File: config.mk
export PLATFORM = sky130hd
export DESIGN_NAME = serial_add_sub
export DESIGN_NICKNAME = d
export VERILOG_FILES = /design/src/rtl/serial_add_sub.sv
export SDC_FILE = /design/constraint.sdc
export NUM_CORES = 1
export LEC_CHECK = 0
export CAP_MARGIN = 10
export CORE_UTILIZATION = 35
export CTS_BUF_LIST = sky130_fd_sc_hd__clkbuf_4 sky130_fd_sc_hd__clkbuf_8
export DETAILED_ROUTE_END_ITERATION = 12
export PLACE_DENSITY = 0.65
export SLEW_MARGIN = 20
export SYNTH_ARGS = -nofsm -noshare
export SYNTH_HDL_FRONTEND = slang
export SYNTH_SLANG_ARGS = --single-unit
File: constraint.sdc
create_clock -name clk -period 4.1 [get_ports clk]
set_clock_uncertainty 0.05 [all_clocks]
set_input_delay 0.82 -clock clk [delete_from_list [all_inputs] [get_ports clk]]
set_output_delay 0.82 -clock clk [all_outputs]
set_load 0.01 [all_outputs]
File: src/rtl/serial_add_sub.sv
// serial_add_sub: multi-cycle add/subtract, BITS_PER_CYCLE bits per clock, LSB first.
// Define SERIAL_ADD_SUB_OVF_EN to add the registered two's-complement overflow output ovf.
module serial_add_sub #(
   parameter int WIDTH = 8,
   parameter int BITS_PER_CYCLE = 1
) (
   input  logic             clk,
   input  logic             rst,
   input  logic             start,
   input  logic             sub,
   input  logic [WIDTH-1:0] a,
   input  logic [WIDTH-1:0] b,
   output logic             busy,
   output logic             done,
   output logic [WIDTH-1:0] sum,
`ifdef SERIAL_ADD_SUB_OVF_EN
   output logic             ovf,
`endif
   output logic             cout
);
   localparam int K = WIDTH / BITS_PER_CYCLE;
   localparam int CW = K > 1 ? $clog2(K) : 1;
   localparam logic [CW-1:0] LAST = CW'(K - 1);
   typedef enum logic [1:0] {IDLE, RUN, DONE} state_t;
   state_t state_q, state_d;
   logic [WIDTH-1:0] a_q, a_d, b_q, b_d, sum_q, sum_d;
   logic [CW-1:0] cnt_q, cnt_d;
   logic c_q, c_d, cout_q, cout_d, cy;
   logic [BITS_PER_CYCLE-1:0] slice;
`ifdef SERIAL_ADD_SUB_OVF_EN
   logic ovf_q, ovf_d, cmsb;
`endif
   // Ripple of full-adder cells over the low slice; a_q doubles as the result shifter.
   always_comb begin
      cy = c_q;
      slice = '0;
`ifdef SERIAL_ADD_SUB_OVF_EN
      cmsb = c_q;
`endif
      for (int i = 0; i < BITS_PER_CYCLE; i++) begin
`ifdef SERIAL_ADD_SUB_OVF_EN
         cmsb = cy;
`endif
         slice[i] = a_q[i] ^ b_q[i] ^ cy;
         cy = (a_q[i] & b_q[i]) | (cy & (a_q[i] ^ b_q[i]));
      end
   end
   always_comb begin
      state_d = state_q == RUN ? (cnt_q == LAST ? DONE : RUN) : (start ? RUN : IDLE);
      a_d = a_q;
      b_d = b_q;
      c_d = c_q;
      cnt_d = cnt_q;
      sum_d = sum_q;
      cout_d = cout_q;
`ifdef SERIAL_ADD_SUB_OVF_EN
      ovf_d = ovf_q;
`endif
      if (state_q == RUN) begin
         a_d = WIDTH'({slice, a_q} >> BITS_PER_CYCLE);
         b_d = b_q >> BITS_PER_CYCLE;
         c_d = cy;
         cnt_d = cnt_q + CW'(1);
         if (cnt_q == LAST) begin
            sum_d = a_d;
            cout_d = cy;
`ifdef SERIAL_ADD_SUB_OVF_EN
            ovf_d = cmsb ^ cy;
`endif
         end
      end else if (start) begin
         a_d = a;
         b_d = b ^ {WIDTH{sub}};
         c_d = sub;
         cnt_d = '0;
      end
   end
   always_ff @(posedge clk) begin
      if (rst) begin
         state_q <= IDLE;
         a_q <= '0;
         b_q <= '0;
         c_q <= 1'b0;
         cnt_q <= '0;
         sum_q <= '0;
         cout_q <= 1'b0;
`ifdef SERIAL_ADD_SUB_OVF_EN
         ovf_q <= 1'b0;
`endif
      end else begin
         state_q <= state_d;
         a_q <= a_d;
         b_q <= b_d;
         c_q <= c_d;
         cnt_q <= cnt_d;
         sum_q <= sum_d;
         cout_q <= cout_d;
`ifdef SERIAL_ADD_SUB_OVF_EN
         ovf_q <= ovf_d;
`endif
      end
   end
   assign busy = state_q == RUN;
   assign done = state_q == DONE;
   assign sum = sum_q;
   assign cout = cout_q;
`ifdef SERIAL_ADD_SUB_OVF_EN
   assign ovf = ovf_q;
`endif
endmodule

==> run_results.csv, run 1 <==
group,metric,value,unit
flow_run,max_cap_viol_count,0,
clock_network,ctsHoldBuffers,0,
grt,grt_max_degree,32,
power_and_ir_drop,peakVddDrop,131.8,µV
grt,grt_pass1_vias,1075,
sta,timing.fmax,360.2,MHz
finish,area_delta_synth_final,25.57,%
outcome,outcome,"finished, final reports clean",
finish,fin_util,47.25,%
synth,synth_edf_count,0,
synth,synth_area,1419,µm²
placed_design,portBuffers,30,
clock_network,path_clk_slew,0.07,ns
floorplanning,ios,31,
detailed_routing,vias_per_cell,4.982,
sta,fin_crit_sh,67.71,%
synth,synth_area_leaders,"dfxtp_1 44%, a21oi_1 6.7%, mux2i_1 6.3%, nor2_1 5.0%, xnor2_1 4.9%",
worst_setup_path,crit_required,3.23,ns
clock_network,cts_made_buffers,5,
finish,antennaDiodeCount,0,
synth,yosys-top-cells-count,"31 x dfxtp_1, 19 x a21oi_1, 19 x nor2_1",
worst_setup_path,cp_slowest_cell,"clkdlybuf4s50_1",
sta,hold_viol_final,0,
sta,setup_viol,0,
worst_setup_path,cp-end-kind,"output pin",
clock_network,clock_sinks,31,
detailed_routing,drt_wl_total,2815,µm
sta,setup_tns,0,ns
finish,register_area,620.6,µm²
placed_design,hpwl,1894,µm
floorplanning,core,3771,µm²
floorplanning,dieArea,4313,µm²
grt,antenna_found_initial,0,
finish,fillers,367,
synth,async_flop_share,0,%
detailed_routing,drc,0,
worst_setup_path,crit_arrival,1.91,ns
sta,maxSlewViolCount,0,
synth,syn_nets,179,
detailed_routing,dr.first_iter.drc_count,70,
placed_design,gp_congestion,0.7252,
worst_setup_path,max_stage_delay,0.63,ns
finish,drive_gt1_share,7.222,%
worst_setup_path,crit_fanout,29,
sta,worst_slew_pin_slew,0.5898,ns
hold_path,hp-class,"reg2reg",
clock_network,h-tree-depth,2,
detailed_routing,wire_per_inst,12.35,µm
grt,track_usage,15.00,%
synth,synth_top_cell_area_share,43.74,%
synth,ys_warn_count,0,
synth,yosysSeqAreaShare,43.74,%
synth,yosys.area.top_type,"dfxtp_1",
detailed_routing,via_count,1136,
power_and_ir_drop,power.leakage,0.0006677,µW
clock_network,tritoncts,"yes",
finish,multi_input_area,689.4,µm²
sta,slew_headroom,60.68,%
clock_network,post_cts.repair.setup_buffers,0,
clock_network,clock_latency,0.28,ns
worst_setup_path,startpoint_type,"flop",
worst_setup_path,cp_num_buf_inv,2,
power_and_ir_drop,power.density,405.2,nW/µm²
floorplanning,initial_utilization,37.62,%
synth,yosysMostFrequentCell,"dfxtp_1",
sta,rsz0062_at_grt,"no",
clock_network,cts-root-buf,"clkbuf_8",
clock_network,post_cts_resized,0,
synth,ys_types,23,
finish,nNetsFinal,202,
detailed_routing,ant_nets,0,
synth,synth.avg_cell_area,9.095,µm²
floorplanning,die_y,65.67,µm
worst_setup_path,path_class,"reg2out",
detailed_routing,drt-pass1-iter-count,4,
synth,syn_inst,156,
worst_setup_path,crit_chain,"nand2b_4, inv_2, clkdlybuf4s50_1",
synth,ys.flop_type,"dfxtp_1",
synth,yosys_register_bits,31,
clock_network,clockBufferDepth,2,
floorplanning,die_x,65.67,µm
worst_setup_path,path_delay_family,"buffers and inverters",
grt,grt.overflow.total,0,
grt,grt_pass1_wl,4816,µm
floorplanning,rows,22,
sta,finalCriticalPeriod,2.776,ns
==> state kept, by name, indices dropped and copies added (netlist names) <==
| signal | count |
|---|---|
| cnt_q | 3 |
| state_q | 2 |
| sum | 8 |
| b_q | 8 |
| a_q | 8 |
| cout | 1 |
| c_q | 1 |
==> cells in the final DEF, fill, tap and decap left out, drive strengths merged <==
master         netlist  routed
a2111oi              1       1
a211o                7       7
a211oi               9       9
a21oi               19      19
buf                 11       2
bufinv               0       1
clkbuf               3       6
clkdlybuf4s50        0      28
clkinv               0       1
dfxtp               31      31
fa                   1       1
ha                   2       2
inv                  1       1
mux2i                9       9
nand2               18      18
nand2b               2       2
nand3                9       9
nand3b               4       4
nor2                19      19
nor2b                1       1
o21ai                1       1
xnor2                8       8
==> power by group <==
group / switching [µW] / internal (µW) / total, µW
registers: 10.5 / 317 / 328
clock network: 112 / 196 / 308
logic: 42.1 / 43.9 / 85.9
total: 164 / 558 / 722
==> worst paths after layout <==
path / to / startpoint / slack, ns / cells past startpoint
max: busy / state_q[0]$_SDFF_PP0_ / 1.32 / 3
min reg2reg: sum[2]$_SDFFE_PP0P_ / sum[2]$_SDFFE_PP0P_ / 0.40 / 2
max reg2reg: sum[5]$_SDFFE_PP0P_ / cnt_q[0]$_SDFFE_PP0P_ / 2.37 / 5
min: sum[2]$_SDFFE_PP0P_ / sum[2]$_SDFFE_PP0P_ / 0.40 / 2
==> logic make-up after synthesis <==
family	after synthesis	share of synthesized area [%]
simple gates	53	16.93
compound gates	37	17.19
flops	31	43.74
buf+inv	15	7.671
mux	9	6.349
xor+xnor	8	4.938
fa+ha+maj	3	3.174
==> worst register-to-register path, stage by stage, from the launching register on <==
cell	delay, ns
dfxtp_1	0.35
ha_1	0.15
ha_1	0.40
nand3b_1	0.40
nand2_1	0.18
a21oi_1	0.07
==> routing by layer <==
layer | GRT usage, % | up-vias | share of wire (%)
met1 | 16.81 | 526 | 44
li1 | - | 582 | -
met4 | 7.337 | 0 | 1.8
met2 | 25.77 | 22 | 51
met5 | 0 | - | 0
met3 | 4.167 | 6 | 3.2
==> final cells by class <==
type / count / area share (%)
Clock buffer: 6 / 4.635
Clock inverter: 2 / 1.966
Inverter: 1 / 0.2107
Multi-Input combinational cell: 110 / 38.69
Sequential cell: 31 / 34.83
Tap cell: 48 / 3.371
Timing Repair Buffer: 30 / 16.29
==> metrics by stage <==
step / hold WS (ns) / instances / setup slack, ns / cell area [µm²] / total power, µW
2_1_floorplan: 0.3863 / 156 / 2.491 / 1419 / 397.5
3_3_place_gp: 0.3941 / 220 / 1.374 / 1674 / 419.6
3_5_place_dp: 0.3988 / 220 / 1.304 / 1674 / 422.4
4_1_cts: 0.4079 / 228 / 1.314 / 1792 / 730.0
5_1_grt: 0.4285 / 228 / 1.198 / 1782 / 751.8
6_report: 0.4041 / 228 / 1.324 / 1782 / 721.9
Note: power is estimated with default switching activity, not from simulation.
==> run 2, diff against run 1 <==
--- a/config.mk
+++ b/config.mk
@@ -9,7 +9,7 @@
 export CORE_UTILIZATION = 35
 export CTS_BUF_LIST = sky130_fd_sc_hd__clkbuf_4 sky130_fd_sc_hd__clkbuf_8
 export DETAILED_ROUTE_END_ITERATION = 12
-export PLACE_DENSITY = 0.65
+export PLACE_DENSITY = 0.67
 export SLEW_MARGIN = 20
 export SYNTH_ARGS = -nofsm -noshare
 export SYNTH_HDL_FRONTEND = slang
==> constraint.sdc (replaced) <==
create_clock -name clk -period 2.5 [get_ports clk]
set_clock_uncertainty 0.05 [all_clocks]
set_input_delay 0.5 -clock clk [delete_from_list [all_inputs] [get_ports clk]]
set_output_delay 0.5 -clock clk [all_outputs]
set_load 0.01 [all_outputs]
==> run 2 against run 1 <==
  * Global-route usage up 0.20 points
  * Sequential power up 65%
  * Combinational power up 70%
  * Via count up 4.8%
  * Register-to-register slack worse by 1.6 ns
  * Critical endpoint unchanged
==> run_results.csv, run 2 (synthesized netlist as in run 1, its figures left out) <==
group,metric,value,unit
sta,rsz0062_at_grt,"no",
power_and_ir_drop,p_sw,274.5,µW
detailed_routing,met2WireLength,1395,µm
worst_setup_path,startpoint_type,"flop",
sta,maxSlewViolCount,0,
detailed_routing,drt-pass1-iter-count,4,
clock_network,path_clk_slew,0.06,ns
clock_network,clock_sinks,31,
detailed_routing,drt-met1-wl,1312,µm
hold_path,hp-class,"reg2reg",
floorplanning,initial_utilization,37.62,%
sta,hold_viol_final,0,
power_and_ir_drop,peakVddDrop,273.3,µV
detailed_routing,via_count,1190,
clock_network,clock_latency,0.28,ns
power_and_ir_drop,swShare,23.00,%
power_and_ir_drop,seq_power_share,45.2,%
grt,antenna_found_initial,0,
detailed_routing,dr.first_iter.drc_count,58,
flow_run,max_cap_viol_count,0,
grt,track_usage,15.20,%
sta,setup_viol,0,
floorplanning,dieArea,4313,µm²
worst_setup_path,crit_fanout,22,
clock_network,clockBufferDepth,2,
grt,grt.overflow.total,0,
floorplanning,die_x,65.67,µm
power_and_ir_drop,total_power,1193,µW
finish,drive_gt1_share,7.650,%
detailed_routing,ant_nets,0,
detailed_routing,met3_length,184,µm
grt,grt_pass1_vias,1136,
power_and_ir_drop,power.density,657.8,nW/µm²
floorplanning,ios,31,
power_and_ir_drop,clkPwrFrac,42.6,%
sta,worst_slew_pin_slew,0.5013,ns
floorplanning,die_y,65.67,µm
worst_setup_path,crit_arrival,1.48,ns
sta,setup_tns,0,ns
worst_setup_path,crit_required,1.95,ns
detailed_routing,drc,0,
sta,finalCriticalPeriod,2.032,ns
power_and_ir_drop,power.leakage,0.0006822,µW
clock_network,tritoncts,"yes",
sta,slew_headroom,66.48,%
finish,nNetsFinal,205,
clock_network,h-tree-depth,2,
sta,fin_crit_sh,81.27,%
placed_design,gp_congestion,0.7343,
clock_network,cts-root-buf,"clkbuf_8",
clock_network,post_cts_resized,0,
clock_network,cts_made_buffers,5,
detailed_routing,wire_per_inst,12.74,µm
power_and_ir_drop,p_int,918.9,µW
power_and_ir_drop,combPwrFrac,12.2,%
floorplanning,core,3771,µm²
clock_network,ctsHoldBuffers,0,
finish,final_common_cell,"dfxtp_1",
clock_network,post_cts.repair.setup_buffers,0,
worst_setup_path,path_class,"reg2out",
detailed_routing,vias_per_cell,5.152,
detailed_routing,highest_layer,"met4",
placed_design,hpwl,1961,µm
detailed_routing,drt_wl_total,2944,µm
finish,antennaDiodeCount,0,
finish,area_delta_synth_final,27.87,%
grt,grt_pass1_wl,4892,µm
floorplanning,rows,22,
finish,final_cell_mix,"31 x dfxtp_1, 30 x clkdlybuf4s50_1, 19 x nor2_1, 19 x a21oi_1, 18 x nand2_1",
worst_setup_path,cp-end-kind,"output pin",
outcome,outcome,"finished, final reports clean",
grt,grt_max_degree,32,
sta,timing.fmax,492.2,MHz
placed_design,portBuffers,30,
run 2: cell types whose count changed in the layout (fill, tap and decap cells not counted), sizes merged:
cell,change
buf,+1
clkdlybuf4s50,+2
run 2: power by group through the flow:
stage	registers (µW)	logic [µW]	clock network, µW
after floorplan	545	107	0
after global placement	548	140	0
after detailed placement	550	145	0
after CTS	540	146	517
after global routing	543	161	545
final	540	146	508
run 2: layout make-up:
class,instances,area [µm²]
Timing Repair Buffer,33,322.8
Fill cell,342,1957
Multi-Input combinational cell,110,689.4
Clock inverter,2,35.03
Clock buffer,6,82.58
Inverter,1,3.754
Tap cell,48,60.06
Sequential cell,31,620.6
run 2: through the flow:
| stage | cells | instance area (µm²) | hold WS (ns) | setup slack, ns | utilization, % |
|---|---|---|---|---|---|
| 2_1_floorplan | 156 | 1419 | 0.3863 | 1.132 | - |
| 3_3_place_gp | 223 | 1697 | 0.3930 | 0.5848 | 44.99 |
| 3_5_place_dp | 223 | 1697 | 0.3992 | 0.5273 | 44.99 |
| 4_1_cts | 231 | 1814 | 0.4084 | 0.4442 | 48.11 |
| 5_1_grt | 231 | 1814 | 0.4245 | 0.3666 | 48.11 |
| 6_report | 231 | 1814 | 0.4044 | 0.4682 | 48.11 |
run 2: worst paths after layout:
check | startpoint | to | slack [ns] | cells after the start
worst max-delay path | state_q[0]$_SDFF_PP0_ | busy | 0.47 | 3
worst min-delay path | cout$_SDFFE_PP0P_ | cout$_SDFFE_PP0P_ | 0.40 | 2
worst max register to register | cnt_q[0]$_SDFFE_PP0P_ | sum[3]$_SDFFE_PP0P_ | 0.80 | 5
worst min register to register | cout$_SDFFE_PP0P_ | cout$_SDFFE_PP0P_ | 0.40 | 2
run 2: metal layers:
layer	up-vias	global-route usage [%]
li1	588	-
met1	551	17.82
met2	44	25.13
met3	7	4.688
met4	0	6.793
met5	-	0
run 2: critical path, stage by stage (launching register included):
cell	delay, ns
dfxtp_1	0.40
nand2b_4	0.18
inv_2	0.09
clkdlybuf4s50_1	0.53
